<file path="src/rtl/mux_pipe_nway.sv">
// N-way, WIDTH-bit operand select mux feeding a registered two-entry valid/ready skid stage.
// Define SEL_ERR_EN to add the sticky out-of-range select flag on sel_err_o.
module mux_pipe_nway #(
    parameter int unsigned WIDTH = 32,
    parameter int unsigned NUM   = 4,
    parameter int unsigned SEL_W = 2
) (
    input  logic                 clk_i,
    input  logic                 rst_n_i,
    input  logic [NUM*WIDTH-1:0] data_i,
    input  logic [SEL_W-1:0]     select_i,
    input  logic                 valid_i,
    output logic                 ready_o,
    output logic [WIDTH-1:0]     data_o,
    output logic                 valid_o,
    input  logic                 ready_i
`ifdef SEL_ERR_EN
    ,
    output logic                 sel_err_o
`endif
);

    typedef enum logic [1:0] {StEmpty, StOne, StFull} state_e;

    state_e           state_q, state_d;
    logic [WIDTH-1:0] main_q, main_d;
    logic [WIDTH-1:0] skid_q, skid_d;
    logic [WIDTH-1:0] sel_val;
    logic             ready_q, ready_d;
    logic             acc, drn;

    // Out-of-range selects fall through to zero.
    always_comb begin
        sel_val = '0;
        for (int unsigned k = 0; k < NUM; k++) begin
            if (32'(select_i) == k) begin
                sel_val = data_i[k*WIDTH +: WIDTH];
            end
        end
    end

    assign acc = valid_i & ready_q;
    assign drn = valid_o & ready_i;

    always_comb begin
        state_d = state_q;
        main_d  = main_q;
        skid_d  = skid_q;
        unique case (state_q)
            StEmpty: begin
                if (acc) begin
                    main_d  = sel_val;
                    state_d = StOne;
                end
            end
            StOne: begin
                if (acc && drn) begin
                    main_d = sel_val;
                end else if (acc) begin
                    skid_d  = sel_val;
                    state_d = StFull;
                end else if (drn) begin
                    state_d = StEmpty;
                end
            end
            StFull: begin
                if (drn) begin
                    main_d  = skid_q;
                    state_d = StOne;
                end
            end
            default: state_d = StEmpty;
        endcase
    end

    // ready comes from its own flop so ready_i never reaches ready_o combinationally.
    assign ready_d = (state_d != StFull);

    always_ff @(posedge clk_i or negedge rst_n_i) begin
        if (!rst_n_i) begin
            state_q <= StEmpty;
            main_q  <= '0;
            skid_q  <= '0;
            ready_q <= 1'b1;
        end else begin
            state_q <= state_d;
            main_q  <= main_d;
            skid_q  <= skid_d;
            ready_q <= ready_d;
        end
    end

    assign valid_o = (state_q != StEmpty);
    assign data_o  = main_q;
    assign ready_o = ready_q;

`ifdef SEL_ERR_EN
    logic sel_err_q;

    always_ff @(posedge clk_i or negedge rst_n_i) begin
        if (!rst_n_i) begin
            sel_err_q <= 1'b0;
        end else if (acc && (32'(select_i) >= NUM)) begin
            sel_err_q <= 1'b1;
        end
    end

    assign sel_err_o = sel_err_q;
`endif

endmodule

</file>
<file path="config.mk">
export PLATFORM = sky130hd
export DESIGN_NAME = mux_pipe_nway
export DESIGN_NICKNAME = d
export VERILOG_FILES = /design/src/rtl/mux_pipe_nway.sv
export SDC_FILE = /design/constraint.sdc
export NUM_CORES = 1
export LEC_CHECK = 0
export CAP_MARGIN = 30
export CORE_ASPECT_RATIO = 0.9
export CORE_MARGIN = 4
export CORE_UTILIZATION = 50
export CTS_BUF_LIST = sky130_fd_sc_hd__clkbuf_8
export CTS_CLUSTER_SIZE = 14
export DETAILED_ROUTE_END_ITERATION = 7
export PLACE_DENSITY = 0.91
export SLEW_MARGIN = 20
export SYNTH_ARGS = -nofsm -noshare
export SYNTH_HDL_FRONTEND = slang
export SYNTH_SLANG_ARGS = --single-unit
export TNS_END_PERCENT = 30
</file>
<file path="constraint.sdc">
create_clock -name clk_i -period 5.9 [get_ports clk_i]
set_clock_uncertainty 0.15 [all_clocks]
set_input_delay 0.885 -clock clk_i [delete_from_list [all_inputs] [get_ports clk_i]]
set_output_delay 0.885 -clock clk_i [all_outputs]
set_load 0.02 [all_outputs]
</file>
==> flow_summary_export.csv <==
group,metric,value,unit
floorplanning,rows,32,
floorplanning,ios,168,
timing,setup_tns,0,ns
grt,grt_pass1_vias,4220,
route,wirelength,13.21,mm
route,drtAntennaViolNets,0,
floorplanning,coreArea,8688,µm²
floorplanning,die_w,108.1,µm
yosys,postSynthNetCount,555,
critical_path,crit_path_end_kind,"flop",
timing,fin_crit_sh,55.61,%
cts,cts_resized,0,
cts,clock_sinks,67,
floorplanning,start_util,51.93,%
yosys,netlist_area,4512,µm²
cts,cts_setup_buffers,0,
grt,grt_usage,23.65,%
floorplanning,fp.dieH,98.12,µm
yosys,ys_ff_latch,67,
route,drtIter0Drc,234,
cells_and_area,n_fill_cell,631,
route,wl_per_cell,19.40,µm
timing,hold_violations,0,
power_and_ir_drop,p_per_area,362.0,nW/µm²
placed_design,gp_congestion,0.7502,
route,dr.pass1.iters,5,
yosys,ys_warn_count,0,
timing,tightest_slew,0.8626,ns
grt,grtUsageMet1,27.42,%
cells_and_area,final_common_cell,"clkdlybuf4s50_1",
cells_and_area,drive_gt1_share,11.57,%
critical_path,start_kind,"input pin",
cts,cts_tree,"done",
critical_path,required,5.98,ns
cts,postCtsHoldBufs,0,
floorplanning,dieArea,10610,µm²
timing,setup_viol,0,
placed_design,portBuffers,167,
timing,slew_headroom,42.49,%
power_and_ir_drop,ir_drop,0.2699,mV
route,avgViaCountPerCell,6.078,
status,status,"complete, no violations",
cts,clockRootBuffer,"clkbuf_8",
critical_path,crit_arrival,3.36,ns
grt,met2_usage,42.11,%
cts,cts_buffers,9,
cts,clk_pin_slew_worst_paths,0.07,ns
timing,slew_viol_final,0,
critical_path,cp_max_fo,32,
timing,min_period,3.281,ns
grt,grt_overflow_total,0,
placed_design,place_inst,663,
critical_path,path_class,"in -> reg",
min_path,hp-class,"reg -> reg",
yosys,yosysUniqueCellTypes,29,
yosys,avgSynthCellArea,10.72,µm²
grt,use_met3,6.213,%
grt,busiest_layer,"met2",
placed_design,hpwl,8.869,mm
cells_and_area,final_cell_mix,"clkdlybuf4s50_1 (164), mux2i_1 (97), dfrtp_1 (66)",
cells_and_area,fin_cells,681,
cts,clockBufferDepth,2,
route,drc,0,
cts,htree_levels,3,
timing,fin_hold_ws,0.3459,ns
cts,clk_latency,0.35,ns
job,max-cap-violations,0,
timing,rsz0062_at_grt,"no",
grt,grt_max_degree,97,
route,vias,4139,
yosys,syn_inst,421,
cells_and_area,nNetsFinal,691,
cells_and_area,n_antenna_cell,0,
yosys,synth_seq_area_share,37.19,%
power_and_ir_drop,power.leakage,2.585,nW
grt,grt_pass1_wl,20.12,mm
cells_and_area,area_growth,42.35,%
timing,maxClockFrequency,304.8,MHz
grt,antenna_found_initial,0,
synthesized netlist by cell type:
master	count	area [µm²]
a41oi_1	32	280.3
nor3b_4	1	18.77
a21o_1	1	7.510
nand2b_1	2	12.51
clkbuf_2	2	10.01
and3b_1	1	8.760
a31o_2	1	8.760
buf_6	6	67.56
o2bb2ai_1	1	8.760
dfrtp_1	66	1652
a21oi_1	1	5.000
or3_1	32	200.2
a311oi_1	32	280.3
clkbuf_1	18	67.56
nand3b_1	32	240.2
or2_2	1	6.260
dfstp_2	1	26.28
buf_2	19	95.09
nand3_1	2	10.01
buf_1	1	3.750
nand2_1	32	120.1
o21ai_0	1	5.000
and2_1	1	6.260
mux2_2	31	349.1
nor2b_1	1	6.260
mux2i_1	97	970.9
inv_2	1	3.750
buf_4	4	30.03
mux2_1	1	11.26
cells by family (layout without fill, tap and decap cells):
logic type      after synthesis  after routing  share of synthesized area (%)
buf+inv                      51            192                          6.156
mux                         129            129                          29.51
simple gates                105            105                          13.95
flops                        67             67                          37.19
compound gates               69             69                          13.20
metal layers:
| layer | up-vias | wire (µm) |
|---|---|---|
| li1 | 1905 | - |
| met1 | 2026 | 4971 |
| met2 | 182 | 6925 |
| met3 | 26 | 1047 |
| met4 | 0 | 269 |
| met5 | - | 0 |
path summary, 6_finish.rpt:
kind                                        from                     end  slack [ns]  depth (start not counted)
max                                      ready_i   skid_q[9]$_DFFE_PN0P_        2.62                          6
min                        skid_q[2]$_DFFE_PN0P_   skid_q[2]$_DFFE_PN0P_        0.35                          1
max reg2reg                 state_q[0]$_DFF_PN0_   skid_q[9]$_DFFE_PN0P_        3.22                          5
min reg2reg                skid_q[2]$_DFFE_PN0P_   skid_q[2]$_DFFE_PN0P_        0.35                          1
max in group asynchronous                rst_n_i  data_o[16]$_DFFE_PN0P_        4.45                          2
min in group asynchronous                rst_n_i  skid_q[13]$_DFFE_PN0P_        0.59                          2
worst max-delay path: stages:
cell,delay (ns)
clkdlybuf4s50_1,0.49
nand2b_1,0.54
buf_4,0.40
nor3b_4,0.19
buf_4,0.42
mux2_2,0.40
sequential cells by signal, summed over array words and instances, names as in the netlist:
register  cells
data_o       32
skid_q       32
state_q       2
ready_o       1
layout make-up:
type,instances,area (µm²),share of cell area [%]
clock buffer,12,165.2,2.572
clock inverter,4,95.09,1.481
inverter,1,3.754,0.05845
multi-input combinational,303,2565,39.94
sequential,67,1678,26.13
tap,119,148.9,2.318
timing repair buffer,175,1767,27.51
per-stage QoR:
stage | utilization (%) | setup slack [ns] | instance area (µm²) | total power [W]
floorplan | - | 3.655 | 4512 | 0.001378
global placement | 70.13 | 2.167 | 6093 | 0.001784
detailed placement | 70.38 | 2.287 | 6115 | 0.001831
CTS | 73.37 | 2.652 | 6375 | 0.002321
global route | 73.92 | 2.499 | 6422 | 0.002435
finish | 73.92 | 2.619 | 6422 | 0.002325
power by group:
part	internal [W]	leakage, nW	switching, W
logic	0.000524	1.68	0.000490
clock network	0.000315	0.133	0.000175
registers	0.000686	0.775	0.000135
Note: power is estimated with default switching activity, not from simulation.
